### src/rtl/alu_op_controller_pkg.sv
// Shared constants, FSM state type and opcode decode helper for the ALU op controller.
package alu_op_controller_pkg;

  localparam logic [3:0] OP_AND = 4'b0000;
  localparam logic [3:0] OP_EOR = 4'b0001;
  localparam logic [3:0] OP_SUB = 4'b0010;
  localparam logic [3:0] OP_ADD = 4'b0100;
  localparam logic [3:0] OP_TST = 4'b1000;
  localparam logic [3:0] OP_TEQ = 4'b1001;
  localparam logic [3:0] OP_CMP = 4'b1010;
  localparam logic [3:0] OP_CMN = 4'b1011;
  localparam logic [3:0] OP_ORR = 4'b1100;
  localparam logic [3:0] OP_MOV = 4'b1101;

  localparam logic [3:0] CC_EQ = 4'b0000;
  localparam logic [3:0] CC_NE = 4'b0001;
  localparam logic [3:0] CC_CS = 4'b0010;
  localparam logic [3:0] CC_CC = 4'b0011;
  localparam logic [3:0] CC_MI = 4'b0100;
  localparam logic [3:0] CC_PL = 4'b0101;
  localparam logic [3:0] CC_VS = 4'b0110;
  localparam logic [3:0] CC_VC = 4'b0111;
  localparam logic [3:0] CC_HI = 4'b1000;
  localparam logic [3:0] CC_LS = 4'b1001;
  localparam logic [3:0] CC_GE = 4'b1010;
  localparam logic [3:0] CC_LT = 4'b1011;
  localparam logic [3:0] CC_GT = 4'b1100;
  localparam logic [3:0] CC_LE = 4'b1101;
  localparam logic [3:0] CC_AL = 4'b1110;
  localparam logic [3:0] CC_NV = 4'b1111;

  localparam logic [2:0] SEL_ADD = 3'b000;
  localparam logic [2:0] SEL_SUB = 3'b001;
  localparam logic [2:0] SEL_MOV = 3'b010;
  localparam logic [2:0] SEL_AND = 3'b100;
  localparam logic [2:0] SEL_ORR = 3'b101;
  localparam logic [2:0] SEL_EOR = 3'b110;

  localparam int FLAG_N = 3;
  localparam int FLAG_Z = 2;
  localparam int FLAG_C = 1;
  localparam int FLAG_V = 0;

  typedef enum logic [2:0] {
    ST_IDLE,
    ST_DECODE,
    ST_EXEC,
    ST_WB,
    ST_DONE
  } state_t;

  typedef struct packed {
    logic       legal;
    logic [2:0] opsel;
    logic       writes_rd;
    logic       arith;
  } op_info_t;

  function automatic op_info_t decode_op(input logic [3:0] cmd);
    op_info_t info;
    info = '{legal: 1'b1, opsel: SEL_ADD, writes_rd: 1'b0, arith: 1'b0};
    case (cmd)
      OP_AND: begin info.opsel = SEL_AND; info.writes_rd = 1'b1; end
      OP_EOR: begin info.opsel = SEL_EOR; info.writes_rd = 1'b1; end
      OP_SUB: begin info.opsel = SEL_SUB; info.writes_rd = 1'b1; info.arith = 1'b1; end
      OP_ADD: begin info.opsel = SEL_ADD; info.writes_rd = 1'b1; info.arith = 1'b1; end
      OP_TST: info.opsel = SEL_AND;
      OP_TEQ: info.opsel = SEL_EOR;
      OP_CMP: begin info.opsel = SEL_SUB; info.arith = 1'b1; end
      OP_CMN: begin info.opsel = SEL_ADD; info.arith = 1'b1; end
      OP_ORR: begin info.opsel = SEL_ORR; info.writes_rd = 1'b1; end
      OP_MOV: begin info.opsel = SEL_MOV; info.writes_rd = 1'b1; end
      default: info.legal = 1'b0;
    endcase
    return info;
  endfunction

endpackage

### src/rtl/alu_op_controller_cond.sv
// Combinational ARM condition-code evaluator against the {N,Z,C,V} flags.
module cond_check
  import alu_op_controller_pkg::*;
(
  input  logic [3:0] cond,
  input  logic [3:0] flags,
  output logic       pass
);

  logic n, z, c, v;

  assign n = flags[FLAG_N];
  assign z = flags[FLAG_Z];
  assign c = flags[FLAG_C];
  assign v = flags[FLAG_V];

  always_comb begin
    pass = 1'b0;
    case (cond)
      CC_EQ: pass = z;
      CC_NE: pass = !z;
      CC_CS: pass = c;
      CC_CC: pass = !c;
      CC_MI: pass = n;
      CC_PL: pass = !n;
      CC_VS: pass = v;
      CC_VC: pass = !v;
      CC_HI: pass = c && !z;
      CC_LS: pass = !c || z;
      CC_GE: pass = (n == v);
      CC_LT: pass = (n != v);
      CC_GT: pass = !z && (n == v);
      CC_LE: pass = z || (n != v);
      CC_AL: pass = 1'b1;
      default: pass = 1'b0;
    endcase
  end

endmodule

### src/rtl/alu_op_controller.sv
// Multicycle sequencer: accepts one ARM data-processing request, drives ALU OpSel,
// captures ALU status into NZCV and strobes register write-back.
module alu_op_controller
  import alu_op_controller_pkg::*;
#(
  parameter int EXEC_CYCLES = 1
) (
  input  logic       clk,
  input  logic       rst_n,
  input  logic       req_valid,
  output logic       req_ready,
  input  logic [3:0] req_cmd,
  input  logic [3:0] req_cond,
  input  logic       req_s,
  output logic [2:0] alu_opsel,
  input  logic [3:0] alu_status,
  output logic       rd_we,
  output logic [3:0] flags,
  output logic       resp_valid,
  input  logic       resp_ready,
  output logic       resp_pass,
  output logic       resp_undef
);

  localparam logic [3:0] CNT_INIT = 4'(EXEC_CYCLES - 1);

  state_t     state, state_nxt;
  logic [3:0] cmd_q, cond_q;
  logic       s_q;
  logic [3:0] cnt;
  logic       pass_q, undef_q;
  logic       cond_ok;
  logic       flag_we;
  logic [3:0] flags_nxt;
  op_info_t   info;

  assign info = decode_op(cmd_q);

  cond_check u_cond (
    .cond  (cond_q),
    .flags (flags),
    .pass  (cond_ok)
  );

  always_ff @(posedge clk or negedge rst_n) begin
    if (!rst_n) state <= ST_IDLE;
    else        state <= state_nxt;
  end

  always_comb begin
    state_nxt = state;
    case (state)
      ST_IDLE:   if (req_valid) state_nxt = ST_DECODE;
      ST_DECODE: state_nxt = (info.legal && cond_ok) ? ST_EXEC : ST_DONE;
      ST_EXEC:   if (cnt == 4'd0) state_nxt = ST_WB;
      ST_WB:     state_nxt = ST_DONE;
      ST_DONE:   if (resp_ready) state_nxt = ST_IDLE;
      default:   state_nxt = ST_IDLE;
    endcase
  end

  always_comb begin
    req_ready  = (state == ST_IDLE);
    resp_valid = (state == ST_DONE);
    resp_pass  = (state == ST_DONE) && pass_q;
    resp_undef = (state == ST_DONE) && undef_q;
    alu_opsel  = (state == ST_EXEC || state == ST_WB) ? info.opsel : SEL_ADD;
    rd_we      = (state == ST_WB) && info.writes_rd;
    // Compare/test opcodes always update flags; result-producing ones only with S.
    flag_we    = (state == ST_WB) && (s_q || !info.writes_rd);
    flags_nxt  = info.arith ? alu_status
                            : {alu_status[FLAG_N], alu_status[FLAG_Z], flags[FLAG_C], flags[FLAG_V]};
  end

  always_ff @(posedge clk or negedge rst_n) begin
    if (!rst_n) begin
      cnt     <= 4'd0;
      pass_q  <= 1'b0;
      undef_q <= 1'b0;
      flags   <= 4'd0;
    end else begin
      if (state == ST_DECODE) begin
        pass_q  <= info.legal && cond_ok;
        undef_q <= !info.legal;
        cnt     <= CNT_INIT;
      end else if (state == ST_EXEC && cnt != 4'd0) begin
        cnt <= cnt - 4'd1;
      end
      if (flag_we) flags <= flags_nxt;
    end
  end

  // Request fields are pure data and only meaningful after a handshake.
  always_ff @(posedge clk) begin
    if (state == ST_IDLE && req_valid) begin
      cmd_q  <= req_cmd;
      cond_q <= req_cond;
      s_q    <= req_s;
    end
  end

endmodule

### config.mk
export PLATFORM = sky130hd
export DESIGN_NAME = alu_op_controller
export DESIGN_NICKNAME = d
export VERILOG_FILES = /design/src/rtl/alu_op_controller_pkg.sv /design/src/rtl/alu_op_controller_cond.sv /design/src/rtl/alu_op_controller.sv
export SDC_FILE = /design/constraint.sdc
export NUM_CORES = 1
export LEC_CHECK = 0
export ABC_CLOCK_PERIOD_IN_PS = 3000
export BUFFER_PORTS_ARGS = -buffer_cell sky130_fd_sc_hd__buf_2
export CAP_MARGIN = 20
export CORE_MARGIN = 1
export CORE_UTILIZATION = 55
export CTS_BUF_LIST = sky130_fd_sc_hd__clkbuf_4
export CTS_CLUSTER_SIZE = 24
export DETAILED_ROUTE_END_ITERATION = 6
export PLACE_DENSITY = 0.81
export SLEW_MARGIN = 20
export SYNTH_ARGS = -nofsm -noshare
export SYNTH_HDL_FRONTEND = slang
export SYNTH_SLANG_ARGS = --single-unit
### constraint.sdc
create_clock -name clk -period 3 [get_ports clk]
set_input_delay 0.45 -clock clk [delete_from_list [all_inputs] [get_ports clk]]
set_output_delay 0.45 -clock clk [all_outputs]
set_load 0.03 [all_outputs]
==> metrics list, run 1 <==
* Net count, final: 170
- After synthesis, the cell types taking the most area are sky130_fd_sc_hd__dfrtp_1, sky130_fd_sc_hd__edfxtp_1, sky130_fd_sc_hd__mux2_2.
- Via count: 1,010
- Initial standard-cell utilization of the core: 0.6091
- In this run the count of I/O pins placed on the die edge is 29.
- After synthesis, the share of cell area in mux cells is 0.08350.
* Upper clock frequency limit: 446.9 MHz
- Synth Net Count: 141
- Number of sinks driven by the clock tree: 22
- Floorplan core area: 0.002042 mm2
- The routed design has 2431 um of wire.
* Signed area change from the synthesized netlist to the final layout: 14.99%
- STA classifies the critical path startpoint as a flip-flop.
- The die is 49.55 um wide.
* Post-synthesis simple-gate area fraction: 0.2113
- Clock-pin slew was measured on the worst setup and hold paths at 0.11 ns.
- Data arrival time at the worst-slack endpoint: 2.43 ns
- Wire per inst: 13.66 um
- Cells on worst reg2reg path: 6
- Synth Instances: 123
- Once layout is complete, the cells apart from fillers number 178.
- CP Max Fanout: 13
* Adder-cell share of the synthesized area: 0.01006
- Cell Area, Synth: 0.001244 mm2
* Power consumption: 1159 uW
- CP cell instances: and3b_1 -> or3_1 -> a311o_1 -> a311oi_2 -> nor2_1 -> mux2_4
- Commonest cells in the netlist: sky130_fd_sc_hd__dfrtp_1, sky130_fd_sc_hd__nor2_1, sky130_fd_sc_hd__edfxtp_1
- Entering global routing, the biggest net connects 14 pins.
* DIE AREA: 0.002455 mm2
- Of the total synthesized cell area, the portion taken by XOR and XNOR cells is 0.03521.
- Register-to-register path setup slack: 0.76 ns
* Origin of the critical flop-to-flop path: cond_q[2]$_DFFE_PP_
- Final Critical Period: 2.238 ns
- Placement Cell Area: 0.001400 mm2
* Max-capacitance violation count: 0
- The share of the Yosys chip area taken by registers is 0.4789.
- Outcome: finished clean
* Worst path required time: 3.19 ns
- Buffers inserted to repair hold after CTS numbered 0.
* Number of buffers inserted during clock tree synthesis: 3
* Final global-route overflow total: 0
* First-pass GRT wire length: 4305 um
- Reg-to-reg endpoint: pass_q$_DFFE_PN0P_
* Count of different cell masters after synthesis: 40
* Worst-margin pin slew: 0.8382 ns
* Post-synthesis async set-or-reset flop share: 0.5909
* Worst-path cell with the longest stage delay: sky130_fd_sc_hd__edfxtp_1
- The congestion estimate from routability-driven global placement came to 0.9996.
* Unrepaired setup endpoints after global routing: false
* Max-slew headroom at the worst pin: 0.4369
- Final period utilization: 0.7459
- Setup slack on the critical path of the routed design comes to 0.7622 ns.
- The filler cells instantiated in the layout total 173.
- Post-CTS setup buffer count: 0
- Num rows: 16
- Root buf cell: sky130_fd_sc_hd__clkbuf_4
* Hold WC Path Type: primary input to asynchronous set/reset pin
* Final clock skew: 0.001717 ns
* H-Tree Level Count: 1
* Largest family of logic cells by synthesized area: simple AND/OR/NAND/NOR gates
- Antenna violations before repair: 0
- Startpoint-to-endpoint class of the critical path: flip-flop to flip-flop
* Placed cell count: 174
* Post-CTS sizing: 0
- Crit-path max cell delay: 0.58 ns
- Die outline height: 49.55 um
* Most numerous cell in the Yosys netlist: sky130_fd_sc_hd__dfrtp_1
- Avg Cell Area, Syn: 10.11 um2
* Post-synthesis compound-gate area fraction: 0.1429
* Crit. End Element: flip-flop
- Power density over the cells: 810.4 mW/mm2
- Static Leakage: 0.0006321 uW
* DP HPWL: 1850 um
- Number of nets with antenna violations after detailed routing: 0
- TritonCTS built the clock tree.
- The synthesized design contains 22 register bits.
* Number of endpoints failing setup at the final stage: 0
- The most used flip-flop cell after synthesis is sky130_fd_sc_hd__dfrtp_1.
* Global-route usage over all layers: 0.2271
- DRC marker count from the first detailed-route iteration: 17
* Total Negative Setup Slacks: 0 ns
* Number of design rule violations left after detail routing: 0
* Hold Fails Final Rpt: 0
* Insertion delay of the later-clocked pin in the worst-skew pair: 0.29 ns
- Of the cells placed in the final design, the portion with a size suffix greater than 1 is 0.2781.
* Maximum vdd drop: 0.0004222 V
* Final std cell area, no fill: 0.001430 mm2
- Vias in the first global route: 1,005
- Ant diodes: 0
- TritonRoute pass-1 iters: 4
* Count of pins over their slew limit: 0
* Number of enable-type register cells in the synthesized netlist: 9
* Number of port buffers: 28
- Clock buffer depth: 2
- Cell taking the most area after synthesis: sky130_fd_sc_hd__dfrtp_1
* Worst setup slack before clock tree synthesis: 0.7887 ns
- Number of vias per cell after detailed routing: 5.674
* Yosys top cell area share: 0.2616
- Yosys printed 0 warnings.
[worst max-delay path by stage]
stage / end / slack (ns) / cells after the start / start
after floorplan: resp_pass / 0.83 / 2 / state[1]$_DFFE_PN0P_
after global placement: pass_q$_DFFE_PN0P_ / 0.85 / 6 / cond_q[2]$_DFFE_PP_
after detailed placement: pass_q$_DFFE_PN0P_ / 0.79 / 6 / cond_q[2]$_DFFE_PP_
after CTS: pass_q$_DFFE_PN0P_ / 0.77 / 6 / cond_q[2]$_DFFE_PP_
after global routing: pass_q$_DFFE_PN0P_ / 0.65 / 6 / cond_q[2]$_DFFE_PP_
final: pass_q$_DFFE_PN0P_ / 0.76 / 6 / cond_q[2]$_DFFE_PP_
[metal layers]
layer	global-route usage	vias to the layer above	wire length, um
met3	0.04321	4	108
li1	-	502	-
met1	0.2665	473	1030
met5	0	-	0
met2	0.4099	31	1253
met4	0.07619	0	39
[per-stage QoR]
step | hold WS (ns) | utilization
2_1_floorplan | 0.1544 | -
5_1_grt | 0.02129 | 0.7004
4_1_cts | 0.02275 | 0.7004
3_5_place_dp | 0.3531 | 0.6857
3_3_place_gp | 0.3467 | 0.6857
6_report | 0.01580 | 0.7004
[cells in the final DEF (no fill, tap or decap), types with 2 or more instances in the layout]
cell type,synthesis,routed
sky130_fd_sc_hd__buf_2,1,28
sky130_fd_sc_hd__and2_1,3,3
sky130_fd_sc_hd__o21ai_0,3,3
sky130_fd_sc_hd__nor2b_1,4,4
sky130_fd_sc_hd__clkbuf_4,0,4
sky130_fd_sc_hd__nor4_1,3,3
sky130_fd_sc_hd__nor2_1,11,11
sky130_fd_sc_hd__nand2_1,8,8
sky130_fd_sc_hd__edfxtp_1,9,9
sky130_fd_sc_hd__mux2_2,7,7
sky130_fd_sc_hd__nand2b_1,3,3
sky130_fd_sc_hd__nor3_1,4,4
sky130_fd_sc_hd__nor3b_1,5,5
sky130_fd_sc_hd__dfrtp_1,13,13
sky130_fd_sc_hd__inv_1,8,8
sky130_fd_sc_hd__a21oi_1,8,8
sky130_fd_sc_hd__xnor2_1,4,4
sky130_fd_sc_hd__nand3_1,4,4
sky130_fd_sc_hd__o31ai_1,2,2
[sequential cells by signal (all words and copies together), names as in the netlist]
signal / cells
cmd_q: 4
cnt: 4
cond_q: 4
flags: 4
pass_q: 1
s_q: 1
state: 3
undef_q: 1
[final cells by class]
cell class              count  area, um2  area share
flip-flops and latches     22      595.6      0.4164
well taps                  27      33.78     0.02362
repair buffers             28      140.1     0.09799
clock buffers               4      30.03     0.02100
multi-input cells          89      600.6      0.4199
inverters                   8      30.03     0.02100
[critical path: cells and delay by family (launching register included)]
| family | cells | cell delay, ns |
|---|---|---|
| mux | 1 | 0.26 |
| compound gates | 2 | 0.62 |
| simple gates | 3 | 0.69 |
| flops | 1 | 0.58 |
[power by group]
group	leakage (uW)	switching (uW)	internal, uW	total (uW)
registers	0.000255	116	404	520
clock network	0.0000184	81.6	60.8	142
logic	0.000358	294	202	496
[cells by family (layout without fill, tap and decap cells)]
| group | after synthesis | count (layout) |
|---|---|---|
| AOI/OAI and AO/OA | 25 | 25 |
| and+or+nand+nor | 49 | 49 |
| muxes | 9 | 9 |
| adders and majority gates | 1 | 1 |
| DFF | 22 | 22 |
| xor gates and xnor gates | 5 | 5 |
| buffers and inverters | 12 | 40 |
Power figures use the tool's default switching activity.
==> inputs of run 2 (changes only) <==
- ABC_CLOCK_PERIOD_IN_PS: 3000 -> 2200
- clock period: 3 -> 2.2 ns (I/O delays scaled with it)
==> run 2 against run 1 <==
  * Non-clock buffer count rose by 5
  * Combinational power rose by 51%
  * First-iteration DRC count rose by 88%
  * Count of clock-buffer cells in the layout did not move
  * Highest routed layer unchanged
  * Clock power rose by 41%
==> metrics list, run 2 (same netlist as run 1, synthesis figures left out) <==
- The share of post-route cells with drive strength above 1 was 0.2949 (was 0.2781).
- The pin slew with the least headroom to its limit is 0.4369 ns (was 0.8382 ns).
* TritonCTS clock tree: yes (unchanged)
- In this run the most critical hold path is launched from req_s.
* Most common library cell in the layout ignoring fill and taps: sky130_fd_sc_hd__buf_2 (unchanged)
- Final clock skew: 0.008329 ns (was 0.001717 ns)
* Wire per inst: 13.65 um (was 13.66 um)
* Clock buffer depth: 2 (unchanged)
* Maximum vdd drop: 0.0007605 V (was 0.0004222 V)
* Top metal layer carrying routed signals: met4 (unchanged)
- The number of buffer cells added on primary ports was 28 (unchanged).
- First-pass GRT wire length: 4264 um (was 4305 um)
* Hold Fails Final Rpt: 0 (unchanged)
* Proportion of power drawn by the clock network: 0.123 (about the same)
- Sequential cell fraction of total power: 0.418 (was 0.449)
- CP startpoint kind: flip-flop (unchanged)
- Upper clock frequency limit: 485.0 MHz
* DIE AREA: 0.002455 mm2 (unchanged)
* Met2 layer wire length in the routed design: 1318 um (was 1253 um)
- The maximum number of pins on one net before global-route repair is 14 (unchanged).
- Number of sinks driven by the clock tree: 22 (unchanged)
- Clk slew on worst S/H paths: 0.12 ns (was 0.11 ns)
* Cells on worst reg2reg path: 6 (unchanged)
* Switching power of the nets: 683.6 uW (was 491.6 uW)
- The data required time of the worst path is 1.87 ns (was 3.19 ns).
- Unrepaired setup endpoints after global routing: false (unchanged)
* Hold Path Cell Cnt: 1
- The wire length reported by the detailed router came to 2498 um (was 2431 um).
- Number of nets with antenna violations after detailed routing: 0 (unchanged)
* Register-to-register path setup slack: 0.23 ns (was 0.76 ns)
- Data arrival time at the worst-slack endpoint: 1.73 ns (was 2.43 ns)
- Internal Power: 944.5 uW (was 667.3 uW)
- Switching portion of total power: 0.4199 (was 0.4242)
- Net count, final: 175 (was 170)
* Placed cell count: 178 (was 174)
- The count of TritonRoute iterations in the first routing pass was 4 (unchanged).
- The number of remaining DRC errors was 0 (unchanged).
- The residual overflow from global routing is 0 (unchanged).
- The final antenna diode count was 0 (unchanged).
- Total Negative Setup Slacks: 0 ns (unchanged)
- Met3 WL: 123 um (was 108 um)
- The top-level port count came to 29 (unchanged).
- The fraction of power consumed by combinational cells is 0.459 (was 0.428).
* Initial standard-cell utilization of the core: 0.6091 (unchanged)
- Endpoint with the worst hold slack: s_q$_DFFE_PP_
- The number of gates given a new drive strength after cts was 0 (unchanged).
- The largest fanout on the critical path is 6 (was 13).
- Of the available clock period, the critical path in the final layout requires 0.9372.
- Max-slew headroom at the worst pin: 0.7070 (was 0.4369)
- The number of rows created at floorplan came to 16 (unchanged).
- Number of endpoints failing setup at the final stage: 0 (unchanged)
- Insertion delay of the later-clocked pin in the worst-skew pair: 0.31 ns (was 0.29 ns)
* Number of vias per cell after detailed routing: 5.672 (was 5.674)
- The die extent in y is 49.55 um (unchanged).
- Number of buffers inserted during clock tree synthesis: 3 (unchanged)
- H-Tree Level Count: 1 (unchanged)
- Outcome: finished clean (unchanged)
- The initial detailed-routing violation count came to 32 (was 17).
- Commonest cells after routing, fill and taps aside: sky130_fd_sc_hd__buf_2, sky130_fd_sc_hd__dfrtp_1, sky130_fd_sc_hd__nor2_1 (unchanged)
- The worst path in the final design needs a cycle of 2.062 ns, including I/O delays and setup.
* Static Leakage: 0.0006558 uW (was 0.0006321 uW)
* Routed length on met1: 1019 um (was 1030 um)
- The overall routing resource usage is 0.2356 (was 0.2271).
- The power per cell area is 1107 mW/mm2 (was 810.4 mW/mm2).
* Chip Width: 49.55 um (unchanged)
* DP HPWL: 1938 um (was 1850 um)
- Signed area change from the synthesized netlist to the final layout: 18.21% (was 14.99%)
* RePlAce Congestion: 0.8842 (was 0.9996)
- Via count: 1,038 (was 1,010)
- Floorplan core area: 0.002042 mm2 (unchanged)
* Root buf cell: sky130_fd_sc_hd__clkbuf_4 (unchanged)
- The post-layout utilization of the core was 0.7200 (was 0.7004).
* Max-capacitance violation count: 0 (unchanged)
- The reg-to-reg critical path startpoint is flags[3]$_DFFE_PN0P_ (was cond_q[2]$_DFFE_PP_).
* Reg-to-reg endpoint: pass_q$_DFFE_PN0P_ (unchanged)
- The category of the most critical setup path is flip-flop to primary output (was flip-flop to flip-flop).
- Count of pins over their slew limit: 0 (unchanged)
- The sort of element at the end of the critical path is a primary output (was flip-flop).
* Hold WC Path Type: primary input to flip-flop (was primary input to asynchronous set/reset pin)
- The initial antenna violation count came to 0 (unchanged).
* Final std cells w/o fill: 183 (was 178)
- The number of buffers inserted to repair setup after CTS is 0 (unchanged).
- The number of global-route vias before repair was 996 (was 1,005).
## run 2: cell types whose count changed in the layout (fill, tap and decap cells not counted), sizes merged
cell	previous run	this run
buf	28	32
dlygate4sd3	0	1
## run 2: power groups by stage
stage / sequential, uW / clock, uW / combinational [uW]
final: 680 / 200 / 748
after global routing: 699 / 216 / 823
after CTS: 677 / 204 / 747
after detailed placement: 686 / 0 / 742
after global placement: 675 / 0 / 724
after floorplan: 701 / 0 / 504
## run 2: how the worst max path moves through the flow
stage                                     to  cells after the start            startpoint
after detailed placement  pass_q$_DFFE_PN0P_                      6  flags[3]$_DFFE_PN0P_
after global placement    pass_q$_DFFE_PN0P_                      6  flags[3]$_DFFE_PN0P_
after CTS                              rd_we                      4  state[2]$_DFFE_PN0P_
final                                  rd_we                      4  state[2]$_DFFE_PN0P_
after floorplan           pass_q$_DFFE_PN0P_                      6  flags[3]$_DFFE_PN0P_
after global routing                   rd_we                      4  state[2]$_DFFE_PN0P_
## run 2: repair_timing
action                     CTS  global route
setup endpoints to repair    0             0
hold buffers                 1             0
hold endpoints to repair    13             0
## run 2: layout make-up
cell class | count | area (um2)
clock buffer | 4 | 30.03
fill | 166 | 571.8
inverter | 8 | 30.03
multi-input combinational | 89 | 600.6
sequential | 22 | 595.6
tap | 27 | 33.78
timing repair buffer | 33 | 180.2
## run 2: routing by layer
layer / GRT usage / vias up
li1: - / 515
met5: 0 / -
met1: 0.2626 / 481
met2: 0.4234 / 37
met4: 0.1143 / 0
met3: 0.04630 / 5
## run 2: critical path: stages, from the launching register on
cell and delay [ns]:
sky130_fd_sc_hd__dfrtp_1 0.47, sky130_fd_sc_hd__nand2b_1 0.27, sky130_fd_sc_hd__or2_2 0.36, sky130_fd_sc_hd__nor2_1 0.12
sky130_fd_sc_hd__buf_2 0.20
## run 2: through the flow
stage	worst slack, ns	hold WS [ns]	cell area (um2)	power [uW]
floorplan	0.09248	0.03441	1244	1205
global placement	0.2756	0.2336	1430	1399
detailed placement	0.2488	0.2337	1430	1429
CTS	0.1466	0.1888	1470	1629
global route	0.05532	0.1766	1470	1738
finish	0.1382	0.1925	1470	1628
==> inputs of run 3 (changes only) <==
--- a/constraint.sdc
+++ b/constraint.sdc
@@ -3,2 +3,2 @@
 set_output_delay 0.33 -clock clk [all_outputs]
-set_load 0.03 [all_outputs]
+set_load 0.05 [all_outputs]
==> run 3 against run 2 <==
  * Via count increased by 1.3%
  * Wire length decreased by 5.2%
  * Die area unchanged
  * Setup slack got worse by 0.043 ns
  * Total power increased by 5.5%
  * Cell area increased by 1.1%
  * Maximum frequency decreased by 2.1%
  * Sequential share of layout area decreased by 0.36 points
  * Flip-flop and latch count unchanged
  * Global-route usage decreased by 1.4 points
  * Critical endpoint unchanged
  * Highest routed layer unchanged
==> metrics list, run 3 (same netlist as run 1, synthesis figures left out) <==
* Outcome: finished clean (unchanged)
* Final std cell area, no fill: 0.001486 mm2 (was 0.001470 mm2)
- Number of buffers inserted during clock tree synthesis: 3 (unchanged)
- Total wire length after detailed routing: 2368 um (was 2498 um)
- Fraction of final layout cells sized beyond drive strength 1: 0.3141 (was 0.2949)
* Critical path's top delay family: simple AND/OR/NAND/NOR gates (unchanged)
* Insertion delay of the later-clocked pin in the worst-skew pair: 0.31 ns (about the same)
- The multi-input combinational cell area is 616.8 um2 (was 600.6 um2).
* Combinational fraction of design power: 0.494 (was 0.459)
- The setup-violating endpoint count in the final report is 0 (unchanged).
- The number of max-cap violations is 0 (unchanged).
- Max-slew headroom at the worst pin: 0.6978 (was 0.7070)
- The top-level port count was 29 (unchanged).
* First-pass GRT wire length: 4112 um (was 4264 um)
- The count of nets after finishing is 175 (unchanged).
- Final clock skew: 0.009155 ns (was 0.008329 ns)
* Total Negative Setup Slacks: 0 ns (unchanged)
- TritonCTS clock tree: yes (unchanged)
- Placement Cell Area: 0.001448 mm2 (was 0.001430 mm2)
* Proportion of power drawn by the clock network: 0.107 (was 0.123)
- Unrepaired setup endpoints after global routing: false (unchanged)
* Commonest cells after routing, fill and taps aside: sky130_fd_sc_hd__buf_2, sky130_fd_sc_hd__dfrtp_1, sky130_fd_sc_hd__nor2_1 (unchanged)
- TritonRoute pass-1 iters: 4 (unchanged)
- Internal Power: 936.8 uW (was 944.5 uW)
* Upper clock frequency limit: 475.0 MHz (was 485.0 MHz)
- The sort of element at the end of the critical path is a primary output (unchanged).
- The clock period minus final worst setup slack came to 2.105 ns (was 2.062 ns).
- Hold Path Cell Cnt: 1 (unchanged)
- The core area was 0.002042 mm2 (unchanged).
- The power per cell area came to 1156 mW/mm2 (was 1107 mW/mm2).
- Buffers plus inverters on the worst setup path: 1 (unchanged)
- Number of port buffers: 28 (unchanged)
* Global-route usage over all layers: 0.2219 (was 0.2356)
* CP cell instances: nand2b_1 -> or2_2 -> nor2_1 -> clkbuf_4 (was nand2b_1 -> or2_2 -> nor2_1 -> buf_2)
- The data arrival at the endpoint of the critical path was 1.78 ns (was 1.73 ns).
- Final global-route overflow total: 0 (unchanged)
- The area growth from synthesis to final layout is 19.52% (was 18.21%).
- The maximum vdd drop is 0.0007601 V (was 0.0007605 V).
* Vias in the first global route: 1,017 (was 996)
- The number of clock sinks seen by CTS came to 22 (unchanged).
* Worst path required time: 1.87 ns (about the same)
- The vias after detailed routing is 1,052 (was 1,038).
- The post-DP HPWL is 1847 um (was 1938 um).
- DIE AREA: 0.002455 mm2 (unchanged)
- Worst-path cell with the longest stage delay: sky130_fd_sc_hd__dfrtp_1 (unchanged)
* Ant diodes: 0 (unchanged)
- The register cell area after layout is 596.8 um2 (was 595.6 um2).
- Static Leakage: 0.0006561 uW (was 0.0006558 uW)
* RePlAce Congestion: 0.8757 (was 0.8842)
* Count of pins over their slew limit: 0 (unchanged)
- Hold WC Path Type: primary input to flip-flop (unchanged)
- Startpoint-to-endpoint class of the critical path: flip-flop to primary output (unchanged)
- The horizontal die dimension came to 49.55 um (unchanged).
* Number of design rule violations left after detail routing: 0 (unchanged)
- CP startpoint kind: flip-flop (unchanged)
* Initial standard-cell utilization of the core: 0.6091 (unchanged)
- The switching power was 781.2 uW (was 683.6 uW).
- The number of buffers inserted to repair setup after CTS came to 0 (unchanged).
* Antenna violations before repair: 0 (unchanged)
- The pin slew with the least headroom to its limit was 0.4506 ns (was 0.4369 ns).
* Worst setup slack before clock tree synthesis: 0.2030 ns (was 0.2488 ns)
- Final period utilization: 0.9569 (was 0.9372)
- The cell depth of the worst setup path was 4 (unchanged).
- The clock transition at the registers of the reported paths is 0.12 ns (about the same).
- The initial detailed-routing violation count came to 14 (was 32).
- The delay of the slowest cell on the worst path came to 0.46 ns (was 0.47 ns).
- The average routed wire per standard cell came to 12.94 um (was 13.65 um).
- The remaining number of nets flagged by the antenna check after routing was 0 (unchanged).
- Final core occ: 0.7279 (was 0.7200)
- The maximum root-to-sink buffer count came to 2 (unchanged).
* Layout fillers: 160 (was 166)
- The via density per instance was 5.749 (was 5.672).
- Num rows: 16 (unchanged)
- The largest fanout on the critical path was 6 (unchanged).
* Root buf cell: sky130_fd_sc_hd__clkbuf_4 (unchanged)
- The sequential fraction of design power came to 0.399 (was 0.418).
- The count of final hold-check violations was 0 (unchanged).
- Die outline height: 49.55 um (unchanged)
* Switching portion of total power: 0.4547 (was 0.4199)
* Pin count of the biggest net entering global routing: 14 (unchanged)
* Cells on worst reg2reg path: 6 (unchanged)
- Worst Slack Setup Final: 0.09488 ns (was 0.1382 ns)
- Most common library cell in the layout ignoring fill and taps: sky130_fd_sc_hd__buf_2 (unchanged)
- The H-tree depth was 1 (unchanged).
[run 3: cell count changes in the layout (fill, tap and decap cells not counted), sizes merged]
cell    before  now
buf         32   31
clkinv       0    1
[run 3: per-stage QoR]
step / std cells / power (uW) / hold WS [ns]
after global placement: 178 / 1514 / 0.2319
final: 183 / 1718 / 0.1929
after CTS: 183 / 1725 / 0.1827
after detailed placement: 178 / 1540 / 0.2380
after global routing: 183 / 1830 / 0.1765
after floorplan: 123 / 1320 / 0.03441
[run 3: path summary, 6_finish.rpt]
| path | from | end | slack, ns |
|---|---|---|---|
| max | state[2]$_DFFE_PN0P_ | rd_we | 0.09 |
| min | req_cmd[0] | cmd_q[0]$_DFFE_PP_ | 0.19 |
| max reg2reg | flags[3]$_DFFE_PN0P_ | pass_q$_DFFE_PN0P_ | 0.19 |
| min reg2reg | undef_q$_DFFE_PN0P_ | undef_q$_DFFE_PN0P_ | 0.52 |
| max in group asynchronous | rst_n | flags[3]$_DFFE_PN0P_ | 1.52 |
| min in group asynchronous | rst_n | flags[1]$_DFFE_PN0P_ | 0.42 |
[run 3: layout make-up]
| cell class | instances | share of cell area |
|---|---|---|
| Multi-Input combinational cell | 89 | 0.4150 |
| Clock inverter | 1 | 0.002525 |
| Inverter | 8 | 0.02020 |
| Tap cell | 27 | 0.02273 |
| Clock buffer | 3 | 0.01515 |
| Timing Repair Buffer | 33 | 0.1229 |
| Sequential cell | 22 | 0.4015 |
[run 3: metal layers]
| layer | routed length (um) | vias to the layer above | share of wire | GRT usage |
|---|---|---|---|---|
| met5 | 0 | - | 0 | 0 |
| met4 | 23 | 0 | 0.0097 | 0.08571 |
| met3 | 113 | 3 | 0.048 | 0.04012 |
| met2 | 1232 | 35 | 0.52 | 0.4122 |
| met1 | 997 | 501 | 0.42 | 0.2465 |
| li1 | - | 513 | - | - |
[run 3: power by group through the flow]
| stage | Combinational (uW) | Clock [uW] | Sequential [uW] |
|---|---|---|---|
| after floorplan | 571 | 0 | 749 |
| after global placement | 828 | 0 | 686 |
| after detailed placement | 848 | 0 | 692 |
| after CTS | 851 | 191 | 683 |
| after global routing | 923 | 202 | 705 |
| final | 849 | 184 | 685 |
[run 3: worst register-to-register path, stage by stage (launching register included)]
cell and delay [ns]:
sky130_fd_sc_hd__dfrtp_2 0.41, sky130_fd_sc_hd__and3b_1 0.20, sky130_fd_sc_hd__or3_1 0.34, sky130_fd_sc_hd__a311o_1 0.32, sky130_fd_sc_hd__a311oi_2 0.32, sky130_fd_sc_hd__nor2_1 0.07
sky130_fd_sc_hd__mux2_4 0.26
[run 3: repair_timing]
item | 4_1_cts | 5_1_grt
setup endpoints to repair | 0 | 1
hold endpoints to repair | 13 | 0
gates resized for setup | 0 | 1
hold buffers | 1 | 0
